<file path="src/rtl/survivor_traceback_reader.sv">
// survivor_traceback_reader: walks a Viterbi survivor RAM backwards from a
// start stage/state, emitting one traced bit per stage.
// Ports: Clock1/Reset (async, active-low); Start/StartStage/StartState
// request a traceback; RamRd/RamAddr/RamData form the survivor RAM read
// port (data one cycle after RamRd); TbBit/TbValid carry traced bits;
// Busy, Done and FinalState report progress and the end state.
// Option: define SURV_RD_DATA_REG_EN to register RamData before bit
// selection (3 cycles per stage instead of 2, same results).
module survivor_traceback_reader #(
    parameter int N_ACS          = 4,
    parameter int WD_RAM_DATA    = 8,
    parameter int WD_STATE       = 6,
    parameter int WD_STAGE       = 5,
    parameter int WD_RAM_ADDRESS = 8,
    parameter int TB_LEN         = 20
) (
    input  logic                      Clock1,
    input  logic                      Reset,
    input  logic                      Start,
    input  logic [WD_STAGE-1:0]       StartStage,
    input  logic [WD_STATE-1:0]       StartState,
    output logic                      RamRd,
    output logic [WD_RAM_ADDRESS-1:0] RamAddr,
    input  logic [WD_RAM_DATA-1:0]    RamData,
    output logic                      TbBit,
    output logic                      TbValid,
    output logic                      Busy,
    output logic                      Done,
    output logic [WD_STATE-1:0]       FinalState
);

    // Low state bits pick a bit inside the word, high bits pick the word.
    localparam int WD_SEL = $clog2(WD_RAM_DATA);
    localparam int WD_CNT = WD_STAGE + 1;
    localparam logic [WD_CNT-1:0] CNT_LAST = WD_CNT'(TB_LEN);

    localparam logic [2:0] S_IDLE  = 3'd0;
    localparam logic [2:0] S_READ  = 3'd1;
    localparam logic [2:0] S_SEL   = 3'd3;
    localparam logic [2:0] S_DONE  = 3'd4;
`ifdef SURV_RD_DATA_REG_EN
    localparam logic [2:0] S_LATCH = 3'd2;
`endif

    logic [2:0]          fsm_q,      fsm_d;
    logic [WD_STAGE-1:0] stage_q,    stage_d;
    logic [WD_STATE-1:0] state_q,    state_d;
    logic [WD_CNT-1:0]   cnt_q,      cnt_d;
    logic                tb_bit_q,   tb_bit_d;
    logic                tb_valid_q, tb_valid_d;
    logic [WD_STATE-1:0] final_q,    final_d;
    logic [WD_RAM_DATA-1:0] sel_word;
    logic                   sel_bit;

`ifdef SURV_RD_DATA_REG_EN
    logic [WD_RAM_DATA-1:0] data_q, data_d;
    assign sel_word = data_q;
`else
    assign sel_word = RamData;
`endif

    assign sel_bit = sel_word[state_q[WD_SEL-1:0]];

    always_comb begin
        fsm_d      = fsm_q;
        stage_d    = stage_q;
        state_d    = state_q;
        cnt_d      = cnt_q;
        tb_bit_d   = tb_bit_q;
        tb_valid_d = 1'b0;
        final_d    = final_q;
`ifdef SURV_RD_DATA_REG_EN
        data_d     = data_q;
`endif
        case (fsm_q)
            S_IDLE: begin
                if (Start) begin
                    stage_d = StartStage;
                    state_d = StartState;
                    cnt_d   = '0;
                    fsm_d   = S_READ;
                end
            end
            S_READ: begin
`ifdef SURV_RD_DATA_REG_EN
                fsm_d = S_LATCH;
`else
                fsm_d = S_SEL;
`endif
            end
`ifdef SURV_RD_DATA_REG_EN
            S_LATCH: begin
                data_d = RamData;
                fsm_d  = S_SEL;
            end
`endif
            S_SEL: begin
                // Shift the survivor bit in as the new MSB: previous state.
                state_d    = {sel_bit, state_q[WD_STATE-1:1]};
                stage_d    = stage_q - 1'b1;
                tb_bit_d   = sel_bit;
                tb_valid_d = 1'b1;
                cnt_d      = cnt_q + 1'b1;
                if (cnt_d == CNT_LAST) begin
                    final_d = state_d;
                    fsm_d   = S_DONE;
                end else begin
                    fsm_d = S_READ;
                end
            end
            S_DONE: begin
                fsm_d = S_IDLE;
            end
            default: begin
                fsm_d = S_IDLE;
            end
        endcase
    end

    always_ff @(posedge Clock1 or negedge Reset) begin
        if (!Reset) begin
            fsm_q      <= S_IDLE;
            stage_q    <= '0;
            state_q    <= '0;
            cnt_q      <= '0;
            tb_bit_q   <= 1'b0;
            tb_valid_q <= 1'b0;
            final_q    <= '0;
`ifdef SURV_RD_DATA_REG_EN
            data_q     <= '0;
`endif
        end else begin
            fsm_q      <= fsm_d;
            stage_q    <= stage_d;
            state_q    <= state_d;
            cnt_q      <= cnt_d;
            tb_bit_q   <= tb_bit_d;
            tb_valid_q <= tb_valid_d;
            final_q    <= final_d;
`ifdef SURV_RD_DATA_REG_EN
            data_q     <= data_d;
`endif
        end
    end

    assign RamRd      = (fsm_q == S_READ);
    assign RamAddr    = {stage_q, state_q[WD_STATE-1:WD_SEL]};
    assign TbBit      = tb_bit_q;
    assign TbValid    = tb_valid_q;
    assign Busy       = (fsm_q != S_IDLE);
    assign Done       = (fsm_q == S_DONE);
    assign FinalState = final_q;

endmodule

</file>
<file path="config.mk">
export PLATFORM = sky130hd
export DESIGN_NAME = survivor_traceback_reader
export DESIGN_NICKNAME = d
export VERILOG_FILES = /design/src/rtl/survivor_traceback_reader.sv
export SDC_FILE = /design/constraint.sdc
export NUM_CORES = 1
export LEC_CHECK = 0
export ABC_AREA = 1
export CAP_MARGIN = 20
export CORE_MARGIN = 8
export CORE_UTILIZATION = 30
export CTS_BUF_LIST = sky130_fd_sc_hd__clkbuf_2
export CTS_CLUSTER_DIAMETER = 30
export DETAILED_ROUTE_END_ITERATION = 10
export HOLD_SLACK_MARGIN = 0.05
export PLACE_DENSITY_LB_ADDON = 0.12
export SKIP_LAST_GASP = 1
export SYNTH_ARGS = -nofsm -noshare
export SYNTH_HDL_FRONTEND = slang
export SYNTH_SLANG_ARGS = --single-unit
</file>
<file path="constraint.sdc">
create_clock -name Clock1 -period 1.8 [get_ports Clock1]
set_clock_uncertainty 0.1 [all_clocks]
set_input_delay 0.27 -clock Clock1 [delete_from_list [all_inputs] [get_ports Clock1]]
set_output_delay 0.27 -clock Clock1 [all_outputs]
set_load 0.005 [all_outputs]
</file>
== Word-level counts from Yosys, hierarchy flattened ==
Cells that the tools add are included.

* Register bits after elaboration: 28
* Output and inout port bits: 19
* Logic and storage cells: 32

* Add/subtract/negate cells: 2
* Order comparisons: 1
* Equal/unequal tests: 5
* Multiplexer cells: 12
* Reduce and logical (&&, ||, !) cells: 5

{| class="wikitable"
|+ Operators with widths
! operator !! number
|-
| one-hot mux 6 bit (2 select lines) || 2
|-
| 2-to-1 mux 6 bit || 2
|-
| one-hot mux 5 bit (2 select lines) || 1
|-
| one-hot mux 3 bit (3 select lines) || 1
|-
| adder 6 x 1 -> 6 bit, second input constant || 1
|-
| == test 6 x 5 -> 1 bit, second input constant || 1
|-
| 2-to-1 mux 3 bit || 2
|-
| 2-to-1 mux 5 bit || 1
|-
| subtractor 5 x 1 -> 5 bit, second input constant || 1
|-
| < comparator 3 x 4 -> 1 bit, second input constant || 1
|-
| AND reduction 2 bit || 2
|-
| binary-select mux 1 bit (select 3 bit) || 1
|-
| == test 3 x 1 -> 1 bit, second input constant || 1
|-
| == test 3 x 2 -> 1 bit, second input constant || 1
|-
| == test 3 bit, second input constant || 1
|-
| zero test 3 bit || 1
|-
| nonzero test 3 bit || 1
|-
| 2-to-1 mux 1 bit || 2
|-
| != test 2 bit, second input constant || 1
|-
| nonzero test 2 bit || 1
|}

== Longest topological paths before layout ==
* Depth in word-level cells: 4
* Mapped depth: 9
* Gate-level depth less buffers: 9

== Worst setup path before layout ==
No wires, ideal clock.

* Path kind: reg-to-reg
* From: reg cnt_q[0]
* To: reg final_q[5] (netlist: FinalState[5])
* Setup time: 0.117 ns
* Data arrival time: 1.256 ns
* Data required time: 1.583 ns
* Setup slack: 0.326 ns
* Cell stages (with the launch flop): 9
* Buffers on the path: 0
* Period minus slack after synthesis: 1.474 ns
* Cell sequence: dfrtp_1 ha_1 nand2_1 nor2_1 nand3_1 nor2_4 nand2_2 nand2_1 nand2_1

* Cells in the longest elaborated chain, start to end: 3

{| class="wikitable"
|+ RTL lines
! item !! RTL line !! RTL
|-
| start, declared || 48 || <nowiki>logic [WD_CNT-1:0] cnt_q, cnt_d;</nowiki>
|-
| start signal, assigned || 136 || <nowiki>cnt_q <= cnt_d;</nowiki>
|-
| adder 6 x 1 -> 6 bit || 103 || <nowiki>cnt_d = cnt_q + 1'b1;</nowiki>
|-
| == test 6 x 5 -> 1 bit || 104 || <nowiki>if (cnt_d == CNT_LAST) begin</nowiki>
|-
| AND reduction 2 bit (no line) || -- ||
|-
| end signal, assigned || 139 || <nowiki>final_q <= final_d;</nowiki>
|-
| end, declared || 51 || <nowiki>logic [WD_STATE-1:0] final_q, final_d;</nowiki>
|}

Every way passes these cells.
A chain may end at the register's enable or synchronous reset.

== Final worst setup path ==
* From: reg state_q[5]
* To: out RamAddr[2]

{| class="wikitable"
|+ RTL lines
! item !! RTL line !! RTL
|-
| start, declared || 47 || <nowiki>logic [WD_STATE-1:0] state_q, state_d;</nowiki>
|-
| start signal, assigned || 135 || <nowiki>state_q <= state_d;</nowiki>
|-
| end, declared || 23 || <nowiki>output logic [WD_RAM_ADDRESS-1:0] RamAddr,</nowiki>
|}

No word-level cell between the ends.

==> metrics <==
outcome=finished, final reports clean; initial drt markers=55; Fillers=500; initial antenna violation count=0; slowest cell delay on critical path=530 ps; syn nets=216; die height=approximately 86 um; Root Buffer=clkbuf_2; Leak=0.000979 uW; Multi-input gate area=653 um^2; WL final=3520 um; Setup CP Type=reg2out; Synth cell types=25; Post-synth EDFFs=0; initial core utilization=31.3%; drt first pass iters=4; CTS buffer count=3; slowest stage cell, crit path=clkdlybuf4s50_1; Max Transition Viols Final=0; Seq pwr share=37.2%; clock sinks=28; Power, Total=roughly 3000 uW; n_diodes=0; Sw Pwr=around 1300 uW; GRT Overall Usage=9.98%; number of port buffers=40; number of max-cap violations=0; Syn Inst Count=192; clock power share=7.9%; Post-DP HPWL=about 2600 um; worst path cell trace=clkdlybuf4s50_1; CTS tree=done; Hold-fix buffers, CTS=0; Yosys reg bits=28; CP bufs+invs=1; Post-Syn Area=1490 um^2; first-pass GRT wire length=6080 um; YS warnings=0; NumNets Final=260; commonest non-fill, non-tap cell in the layout=nand2_1; vias after detailed routing=1339; Tightest Pin Transition=365 ps; hold violation count in the final report=0; vias in the first global route=1315; crit end category=output port; Logic pwr share=54.9%; WP data required=1430 ps; Max Fclk=586 MHz; die area=roughly 7500 um^2; register area=701 um^2; Layout Utilization=42.3%; sw frac=43.1%; most frequent cells in the layout=nand2_1, clkdlybuf4s50_1, dfrtp_1; maximum vdd drop=0.000443 V; Clock Latency Late Sink=370 ps; Chip Width=86.4 um; final setup fails=0; internal power=1700 uW; sequential share of the synthesized area=47.1%; Startpoint Class=flop; min Tclk post-route=1710 ps; I/O pin cnt=41; GPL Wtd Cong=0.744; crit path DAT=1340 ps; H-tree depth=1; Worst-path clk slew=280 ps; Synth Flop Type=dfrtp_1; DR vias/cell=approximately 4.4; maximum fanout along the worst path=4; Synth Area per Inst=about 7.7 um^2; # DRC=0; Slew HR=between 70% and 80%; HP Class=in2async; P&R area growth vs syn=35.2%; post-route ant nets=0; CP delay by family, top=buffers and inverters; Tcrit/Tclk final=94.8%; WL per Instance=11.7 um; fraction of registers with async set/reset=100%; total congestion overflow=0; clk buf depth=2; largest net degree at the start of global routing=29; placement row count=25; total power per unit cell area=1490 nW/um^2; layout cell share with drive strength beyond 1=roughly a tenth; Core ar.=4750 um^2
==> Yosys cell counts, types with 2 or more instances <==
| library cell | count | share of area, % |
|---|---|---|
| nand2_1 | 58 | 15 |
| dfrtp_1 | 28 | 47 |
| inv_1 | 19 | 4.8 |
| nor2_1 | 18 | 4.5 |
| nand3_1 | 16 | 5.4 |
| o21ai_0 | 12 | 4.0 |
| o21ai_1 | 5 | 1.7 |
| a21oi_1 | 4 | 1.3 |
| a31oi_1 | 4 | 1.7 |
| buf_4 | 4 | 2.0 |
| buf_2 | 3 | 1.0 |
| inv_2 | 3 | 0.76 |
| o22ai_1 | 3 | 1.3 |
| buf_6 | 2 | 1.5 |
| ha_1 | 2 | 1.7 |
| o21bai_1 | 2 | 1.0 |
==> worst register-to-register path: stages, from the launching register on <==
cell	delay [ps]
dfrtp_1	440
buf_4	140
nor3_4	200
inv_2	170
nand2_4	260
o21ai_0	140
o22ai_1	120
==> repair_timing <==
| item | in CTS | in global routing |
|---|---|---|
| endpoints found under the setup margin | 4 | 16 |
| buffers inserted | 3 | 3 |
| pin swaps | 1 | 2 |
| gates resized for setup | 3 | 14 |
==> stage by stage <==
stage | setup TNS (ps) | hold WS, ps | cell area (um^2) | std cells | worst slack (ps)
after floorplan | 0 | -126 | 1490 | 192 | 326
after global placement | 0 | 360 | 1920 | 292 | 193
after detailed placement | 0 | 365 | 1920 | 292 | 178
after CTS | -103 | 119 | 1960 | 299 | -103
after global routing | -9.28 | 91.3 | 2010 | 302 | -9.28
final | 0 | 124 | 2010 | 302 | 92.9
==> layer usage <==
metal  wire (um)  track usage (%)  part of all wire, %
met1        1780             13.3                   51
met2        1530             15.2                   43
met3         172             2.55                  4.9
met4          40             3.29                  1.1
met5           0                0                    0
==> path summary, 6_finish.rpt <==
kind	start	endpoint	slack, ps	depth (start not counted)
worst max-delay path	state_q[5]$_DFFE_PN0P_	RamAddr[2]	90	1
worst min-delay path	Reset	FinalState[2]$_DFFE_PN0P_	120	2
worst max register to register	fsm_q[2]$_DFFE_PN0P_	stage_q[3]$_DFFE_PN0P_	180	6
worst min register to register	FinalState[0]$_DFFE_PN0P_	FinalState[0]$_DFFE_PN0P_	410	2
max in group asynchronous	Reset	state_q[0]$_DFFE_PN0P_	1190	2
min in group Clock1	StartState[3]	state_q[3]$_DFFE_PN0P_	340	3
==> power by group through the flow <==
| stage | clock network (uW) | registers (uW) | logic [uW] |
|---|---|---|---|
| after global placement | 0 | 1150 | 1550 |
| after CTS | 251 | 1120 | 1600 |
| after floorplan | 0 | 1100 | 1060 |
| after global routing | 277 | 1160 | 1880 |
| after detailed placement | 0 | 1140 | 1570 |
| final | 236 | 1110 | 1640 |
==> logic make-up after synthesis <==
logic type | count (synthesis) | share of synthesized area [%]
simple gates | 98 | 28.4
compound gates | 32 | 12.1
buf+inv | 31 | 10.1
flops | 28 | 47.1
fa+ha+maj | 2 | 1.68
xor+xnor | 1 | 0.589
==> cell type report <==
type / count / share of cell area, %
clock inverters: 1 / 0.187
well taps: 67 / 4.17
multi-input cells: 133 / 32.5
flip-flops and latches: 28 / 34.9
repair buffers: 48 / 23.3
clock buffers: 3 / 0.747
inverters: 22 / 4.23
==> state kept, by name (all words and copies together), names as in the netlist <==
name and count:
stage_q 5, TbValid 1, FinalState 6, TbBit 1, fsm_q 3, cnt_q 6
state_q 6
Note: power is estimated with default switching activity, not from simulation.
